**src/rtl/rfphoenix_vec_writeback_pkg.sv**
```systemverilog
// rfphoenix_vec_writeback_pkg: shared types and default geometry for the vector writeback sequencer
package rfphoenix_vec_writeback_pkg;
  localparam int WB_NLANES = 16;
  localparam int WB_WLANES = 4;
  localparam int WB_AW = 6;
  localparam int WB_NBEATS = WB_NLANES / WB_WLANES;
  typedef enum logic {WB_IDLE, WB_WRITE} wb_state_t;
  typedef struct packed {
    logic [WB_AW-1:0] tgt;
    logic [WB_NLANES*32-1:0] res;
    logic [WB_NLANES-1:0] mask;
    logic scalar;
  } wb_entry_t;
endpackage

```
**src/rtl/rfphoenix_wb_grpsel.sv**
```systemverilog
// rfphoenix_wb_grpsel: lowest lane group at or above start whose mask slice is nonzero
module rfphoenix_wb_grpsel #(
  parameter int NLANES = 16,
  parameter int WLANES = 4,
  localparam int NBEATS = NLANES / WLANES,
  localparam int GW = NBEATS > 1 ? $clog2(NBEATS) : 1
) (
  input  logic [NLANES-1:0] mask,
  input  logic [GW:0]       start,
  output logic [GW-1:0]     grp,
  output logic              none
);
  always_comb begin
    grp = '0;
    none = 1'b1;
    for (int g = NBEATS - 1; g >= 0; g--)
      if (g >= int'(start) && |mask[g*WLANES +: WLANES]) begin
        grp = GW'(g);
        none = 1'b0;
      end
  end
endmodule

```
**src/rtl/rfphoenix_vec_writeback.sv**
```systemverilog
// rfphoenix_vec_writeback: buffers two vector results and drains them lane group by lane group
module rfphoenix_vec_writeback
  import rfphoenix_vec_writeback_pkg::*;
#(
  parameter int NLANES = WB_NLANES,
  parameter int WLANES = WB_WLANES,
  parameter int AW = WB_AW,
  localparam int NBEATS = NLANES / WLANES,
  localparam int GW = NBEATS > 1 ? $clog2(NBEATS) : 1
) (
  input  logic                   clk,
  input  logic                   rst,
  input  logic                   i_v,
  output logic                   i_rdy,
  input  logic [AW-1:0]          i_tgt,
  input  logic [NLANES*32-1:0]   i_res,
  input  logic [NLANES-1:0]      i_mask,
  input  logic                   i_scalar,
  input  logic                   i_flush,
  output logic [WLANES-1:0]      rf_we,
  output logic [AW-1:0]          rf_wa,
  output logic [GW-1:0]          rf_wg,
  output logic [WLANES*32-1:0]   rf_wd,
  output logic                   o_done,
  output logic [AW-1:0]          o_done_tgt
);
  typedef struct packed {
    logic [AW-1:0] tgt;
    logic [NLANES*32-1:0] res;
    logic [NLANES-1:0] mask;
    logic scalar;
  } entry_t;
  entry_t ent_q [2];
  entry_t head, in_ent, src;
  wb_state_t st, st_n;
  logic [1:0] cnt, cnt_n;
  logic hp, tp, acc, pop, wr, nxt_none, fst_none;
  logic [GW-1:0] bc, bc_n, nxt_g, fst_g;
  logic [NLANES-1:0] head_eff, src_eff;
  assign in_ent = {i_tgt, i_res, i_mask, i_scalar};
  assign head = ent_q[hp];
  // the entry that becomes head next: incoming data unless a second entry is already buffered
  assign src = st == WB_IDLE ? (cnt == 2'd0 ? in_ent : head) : (cnt == 2'd2 ? ent_q[~hp] : in_ent);
  assign head_eff = head.scalar ? NLANES'(head.mask[0]) : head.mask;
  assign src_eff = src.scalar ? NLANES'(src.mask[0]) : src.mask;
  assign wr = st == WB_WRITE;
  assign i_rdy = cnt != 2'd2;
  assign acc = i_v && i_rdy && !i_flush;
  assign pop = wr && nxt_none && !i_flush;
  assign cnt_n = cnt + {1'b0, acc} - {1'b0, pop};
  rfphoenix_wb_grpsel #(.NLANES(NLANES), .WLANES(WLANES)) u_nxt (
    .mask(head_eff), .start((GW+1)'(bc) + (GW+1)'(1)), .grp(nxt_g), .none(nxt_none)
  );
  rfphoenix_wb_grpsel #(.NLANES(NLANES), .WLANES(WLANES)) u_fst (
    .mask(src_eff), .start('0), .grp(fst_g), .none(fst_none)
  );
  always_ff @(posedge clk or posedge rst)
    if (rst) begin
      st <= WB_IDLE;
      bc <= '0;
      cnt <= '0;
      hp <= 1'b0;
      tp <= 1'b0;
    end else begin
      st <= st_n;
      bc <= bc_n;
      cnt <= i_flush ? 2'd0 : cnt_n;
      hp <= i_flush ? 1'b0 : hp ^ pop;
      tp <= i_flush ? 1'b0 : tp ^ acc;
    end
  always_ff @(posedge clk)
    if (acc) ent_q[tp] <= in_ent;
  always_comb begin
    st_n = i_flush ? WB_IDLE : (st == WB_IDLE || pop) ? (cnt_n != 2'd0 ? WB_WRITE : WB_IDLE) : st;
    bc_n = i_flush ? '0 : (st == WB_IDLE || pop) ? (cnt_n != 2'd0 && !fst_none ? fst_g : '0) : nxt_g;
  end
  always_comb begin
    rf_we = wr && !i_flush ? head_eff[bc*WLANES +: WLANES] : '0;
    rf_wa = wr ? head.tgt : '0;
    rf_wg = wr ? bc : '0;
    rf_wd = wr ? head.res[bc*WLANES*32 +: WLANES*32] : '0;
    o_done = pop;
    o_done_tgt = pop ? head.tgt : '0;
  end
endmodule

```
**config.mk**
```make
export PLATFORM = sky130hd
export DESIGN_NAME = rfphoenix_vec_writeback
export DESIGN_NICKNAME = d
export VERILOG_FILES = /design/src/rtl/rfphoenix_vec_writeback_pkg.sv /design/src/rtl/rfphoenix_wb_grpsel.sv /design/src/rtl/rfphoenix_vec_writeback.sv
export SDC_FILE = /design/constraint.sdc
export NUM_CORES = 1
export LEC_CHECK = 0
export BUFFER_PORTS_ARGS = -buffer_cell sky130_fd_sc_hd__buf_2
export CORE_ASPECT_RATIO = 0.8
export CORE_MARGIN = 1.5
export CORE_UTILIZATION = 35
export DETAILED_ROUTE_END_ITERATION = 16
export PLACE_DENSITY_LB_ADDON = 0.08
export SLEW_MARGIN = 20
export SYNTH_ARGS = -nofsm -noshare
export SYNTH_HDL_FRONTEND = slang
export SYNTH_SLANG_ARGS = --single-unit
```
**constraint.sdc**
```tcl
create_clock -name clk -period 15 [get_ports clk]
set_clock_uncertainty 0.05 [all_clocks]
set_input_delay 3 -clock clk [delete_from_list [all_inputs] [get_ports clk]]
set_output_delay 3 -clock clk [all_outputs]
set_load 0.01 [all_outputs]
```
* Word-level counts from Yosys, hierarchy flattened
Memory sizes are Yosys's and may differ from the RTL's. Index checks and enable logic that the tools add are counted.
Storage, ports and cells: latch bits 0, logic and storage cells 82, bits of input ports 539, ROM bits 0, register bits 7, memory bits (writable) 1070, memories 1, output and inout bits 148
Memory list:
- ent_q | words 2, width 535, read ports 2, clocked after memory_dff 0, write ports 1, RTL line rfphoenix_vec_writeback.sv:33 | entry_t ent_q [2];
Operators by class: reduce and logical (&&, ||, !) cells 24, $mul 0, muxes and demuxes 37, $add $sub $neg 3, $lt $le $gt $ge 4, div/mod/pow operators 0, equality and inequality tests 2, shift-type cells 2, bitwise operators 4
Operators by type and width (number):
- $shiftx 512x10->128 | 1
- $mux 128 | 1
- $mux 17 | 3
- $mux 16 | 2
- $reduce_or 4->1 | 8
- $mux 2 | 13
- $shiftx 16x5->4 | 1
- $mux 1 | 15
- $mux 6 | 2
- $logic_and 1x1->1 | 10
- $ge 1x3->1 const A | 2
- $ge 2x3->1 const A | 2
- $mux 4 | 1
- $reduce_bool 2->1 | 2
- $add 2x1->3 const B | 1
- $add 2x1->2 | 1
- $eq 2x2->1 const B | 1
- $logic_not 1->1 | 2
- $logic_not 2->1 | 1
- $ne 2x2->1 const B | 1
- $not 1->1 | 2
- $sub 2x1->2 | 1
- $xor 1x1->1 | 2
- $logic_or 1x1->1 | 1

* Logic depth before layout (Yosys ltp)
An unclocked memory read counts as a cell.
depth after elaboration 16, gate-level depth with buffers 15, gate-level depth less buffers 14

* By module
Synthesis repeated with hierarchy kept, for this count alone.
Second synthesis, totals: cell total of the unflattened synthesis 1774, area total of the unflattened synthesis 41180.7 µm²
Modules (own cells, without submodules):
- rfphoenix_vec_writeback | seq. area each 32306.0 µm², instances 1, cells an instance 1746, area each 40975.5 µm²
- rfphoenix_wb_grpsel | seq. area each 0.0 µm², instances 2, cells an instance 14, area each 102.6 µm²

* Worst setup path before layout
OpenSTA, ideal clock, no wires.
kind input to register, from input port i_flush, to memory ent_q[1][0] in the netlist's numbering, enable pin, setup slack -1679 ps, required time 13977 ps, arrival 15655 ps, path buffers 1, setup time 973 ps, cell stages on the path 4, path through clkbuf_1 nand3b_1 inv_1 ha_1
Between the ends: word-level cells in the longest chain between the ends 4
Ends and longest elaborated chain:
- start: declaration | RTL line rfphoenix_vec_writeback.sv:19 | input logic i_flush,
- $logic_not 1->1 | RTL line rfphoenix_vec_writeback.sv:48 | assign acc = i_v && i_rdy && !i_flush;
- $logic_and 1x1->1 | RTL line rfphoenix_vec_writeback.sv:48
- $mux 1 | RTL line rfphoenix_vec_writeback.sv:72 | if (acc) ent_q[tp] <= in_ent;
- $mux 1 (not written as such) | RTL line rfphoenix_vec_writeback.sv:72
- end: declaration | RTL line rfphoenix_vec_writeback.sv:33
No other way between the ends.

* Worst setup path in the final report
from register bc[1], to output port rf_wd[96]
Between the ends: word-level cells in the longest chain between the ends 2
Ends and longest elaborated chain:
- start: declaration | RTL line rfphoenix_vec_writeback.sv:38 | logic [GW-1:0] bc, bc_n, nxt_g, fst_g;
- start signal: assignment | RTL line rfphoenix_vec_writeback.sv:66 | bc <= bc_n;
- $shiftx 512x10->128 | RTL line rfphoenix_vec_writeback.sv:81 | rf_wd = wr ? head.res[bc*WLANES*32 +: WLANES*32] : '0;
- $mux 128 | RTL line rfphoenix_vec_writeback.sv:81
- end: declaration | RTL line rfphoenix_vec_writeback.sv:23 | output logic [WLANES*32-1:0] rf_wd,
No other way between the ends.

==> metrics.cfg <==
[min_path]
hp-class = register to register
whs_path_depth = 3
hold_path_end = tp
hold_start = tp

[placement]
dp_hpwl_mm = 68.4
portBuffers = 686
post-place-ws_ps = 7590
gp_congestion = 0.756

[synth]
synth_top_area_cell = edfxtp_1
synthFlopType = edfxtp_1
synthTopCellsByArea = edfxtp_1 (77%), mux4_2 (14%), mux2i_1 (3.5%), nor2b_1 (2.1%), buf_2 (0.46%)
mappedNetlistArea_um2 = 41600
netlist_instances = 1817
syn_nets = 2360
ys_warn_count = 0
synth-seq-cells = 1077
yosysTopAreaCellShare = 0.772
synth.distinct_cells = 47
synthArstFlopShare = 0.00650
synth-edff-count = 1070
seq_area_frac_synth = 0.776
avgSynthCellArea_um2 = 22.9

[final_layout]
nets = 3093
layout_commonest_cell = edfxtp_1
layout_common_cells = edfxtp_1 (1070), buf_2 (686), mux4_2 (263)
post_route_cells_drive_above_1_share = 0.437
nFillCells = 10300
syn2layout_area_growth_pct = 21.5

[route]
routed-via-count = 20600
drc = 0
dr.pass1.iters = 5
first_iter_violations = 1160
final_antenna_net_count = 0
routed_wl_mm = 104
wire_per_inst_um = 24.7
avgViaCountPerCell = 4.90

[worst_setup_path]
rr_endpoint = bc[1]
reg2reg_from = hp
ff2ff_setup_slack_ps = 9970
reg2regPathDepth = 15
cp.arrival_ps = 4710
crit_required_ps = 11950
crit_path_end_kind = output pin
worstSetupStartpointType = register
cp_max_fo = 53
critical_path_class = register to output pin

[floorplan]
die_h_um = 312
rows = 112
die_width_um = 389
core-area_um2 = 117000
top_level_ports = 687
die-area_um2 = 121000
initial_core_util = 0.355

[run]
maxCapViolations = 0

[global_route]
grt-ovfl-total = 0
grt_pass1_vias = 22400
met2_usage = 0.303
grt_max_degree = 161
grt_use_total = 0.170
grtUsageMet1 = 0.193
top_usage_layer = met2
grt_pass1_wl_mm = 151
use_met3 = 0.0594
antenna_found_initial = 77

[clocking]
root_buffer = clkbuf_16
postCtsHoldBufs = 0
cts_buffers = 113
cts_tree = done
post_cts_resized = 0
cts_max_level = 3
clkLatencyLatePin_ps = 720
clock_sinks = 1077
cts_setup_buffers = 0
clockBufferDepth = 3
clk_pin_slew_ps = 60

[timing]
finalSetupTns_ps = 0
hold_viol = 0
period_share = 0.517
hold_slack_ps = 663
rsz0062_at_grt = no
setup_viol = 0
slew-limit-headroom = 0.319
tightest_slew_ps = 1020
slew_viol_final = 0
fin_ws_ps = 7240
max_freq_mhz = 129
fin_crit_ps = 7760

[pwr]
p_comb_frac = 0.118
power.leakage_nw = 17.1
swShare = 0.233
cell_internal_pwr_mw = 5.48
total_power_mw = 7.15
clkPwrFrac = 0.390
vdd_ir_drop_max_v = 0.0000950
sequentialPowerShare = 0.492
powerDensity_nw_per_um2 = 141
p_switching_mw = 1.67

[outcome]
outcome = finished clean

[sequential cells by signal (all words and copies together), names as in the netlist]
register and flops:
bc 2, cnt 2, ent_q 1070, hp 1
st 1, tp 1
[worst max-delay path: stages (launching register included)]
cell and delay (ps):
dfrtp_4 450, buf_4 730, buf_4 850, buf_4 810, mux4_2 440, mux2i_1 200, nor2b_1 80, buf_2 140
[how the worst max path moves through the flow]
| stage | cells past startpoint | slack (ps) | start | to |
|---|---|---|---|---|
| final | 7 | 7240 | bc[1] | rf_wd[96] |
| after global placement | 5 | 7640 | i_flush | o_done_tgt[0] |
| after CTS | 7 | 7100 | bc[1] | rf_wd[96] |
| after global routing | 6 | 7020 | hp | rf_wd[47] |
| after floorplan | 4 | -1680 | i_flush | ent_q[1][0] |
| after detailed placement | 5 | 7590 | i_flush | o_done_tgt[3] |
[metrics by stage]
stage                util  std cells  area (µm²)
floorplan               -       1817       41600
global placement    0.399       3974       46800
detailed placement  0.399       3974       46800
CTS                 0.431       4178       50500
global route        0.431       4192       50600
finish              0.431       4204       50600
[synthesized netlist by cell type, types with 4 or more instances]
cell,instances
a21oi_1,8
buf_2,38
buf_4,8
clkbuf_1,44
dfrtp_1,7
edfxtp_1,1070
ha_1,4
inv_1,7
mux2i_1,144
mux4_2,263
nand2_1,6
nor2_1,14
nor2b_1,139
nor4_1,9
o21ai_0,5
o22ai_1,4
xnor2_1,4
[metal layers]
layer  wire length, µm  vias to the layer above
li1                  -                     9110
met1             38800                    10700
met2             54700                      559
met3              7390                      228
met4              2520                       54
met5               352                        -
[area by class of cell]
cell class                 instances  area (µm²)  area share
multi-input combinational        637        8880       0.175
sequential                      1077       32300       0.639
tap                             1539        1930      0.0380
timing repair buffer             713        3690      0.0729
clock buffer                     136        2940      0.0580
inverter                           8        30.0    0.000593
clock inverter                    68         763      0.0151
antenna                           26        65.1     0.00129
[power by group through the flow]
| stage | combinational [mW] | clock (mW) | sequential, mW |
|---|---|---|---|
| after global routing | 0.915 | 2.98 | 3.53 |
| after floorplan | 0.539 | 0 | 3.63 |
| final | 0.842 | 2.79 | 3.52 |
| after detailed placement | 0.869 | 0 | 3.59 |
| after global placement | 0.859 | 0 | 3.58 |
| after CTS | 0.872 | 2.88 | 3.52 |
[logic make-up (layout without fill, tap and decap cells)]
logic type / after synthesis / count (layout) / synth area share
simple gates: 187 / 187 / 0.0274
flops: 1077 / 1077 / 0.776
other cells: 0 / 26 / 0
fa+ha+maj: 4 / 4 / 0.00120
mux: 410 / 410 / 0.178
compound gates: 32 / 32 / 0.00538
xor+xnor: 4 / 4 / 0.000841
buf+inv: 103 / 925 / 0.0115
No activity file was read; power rests on OpenSTA's default activity.
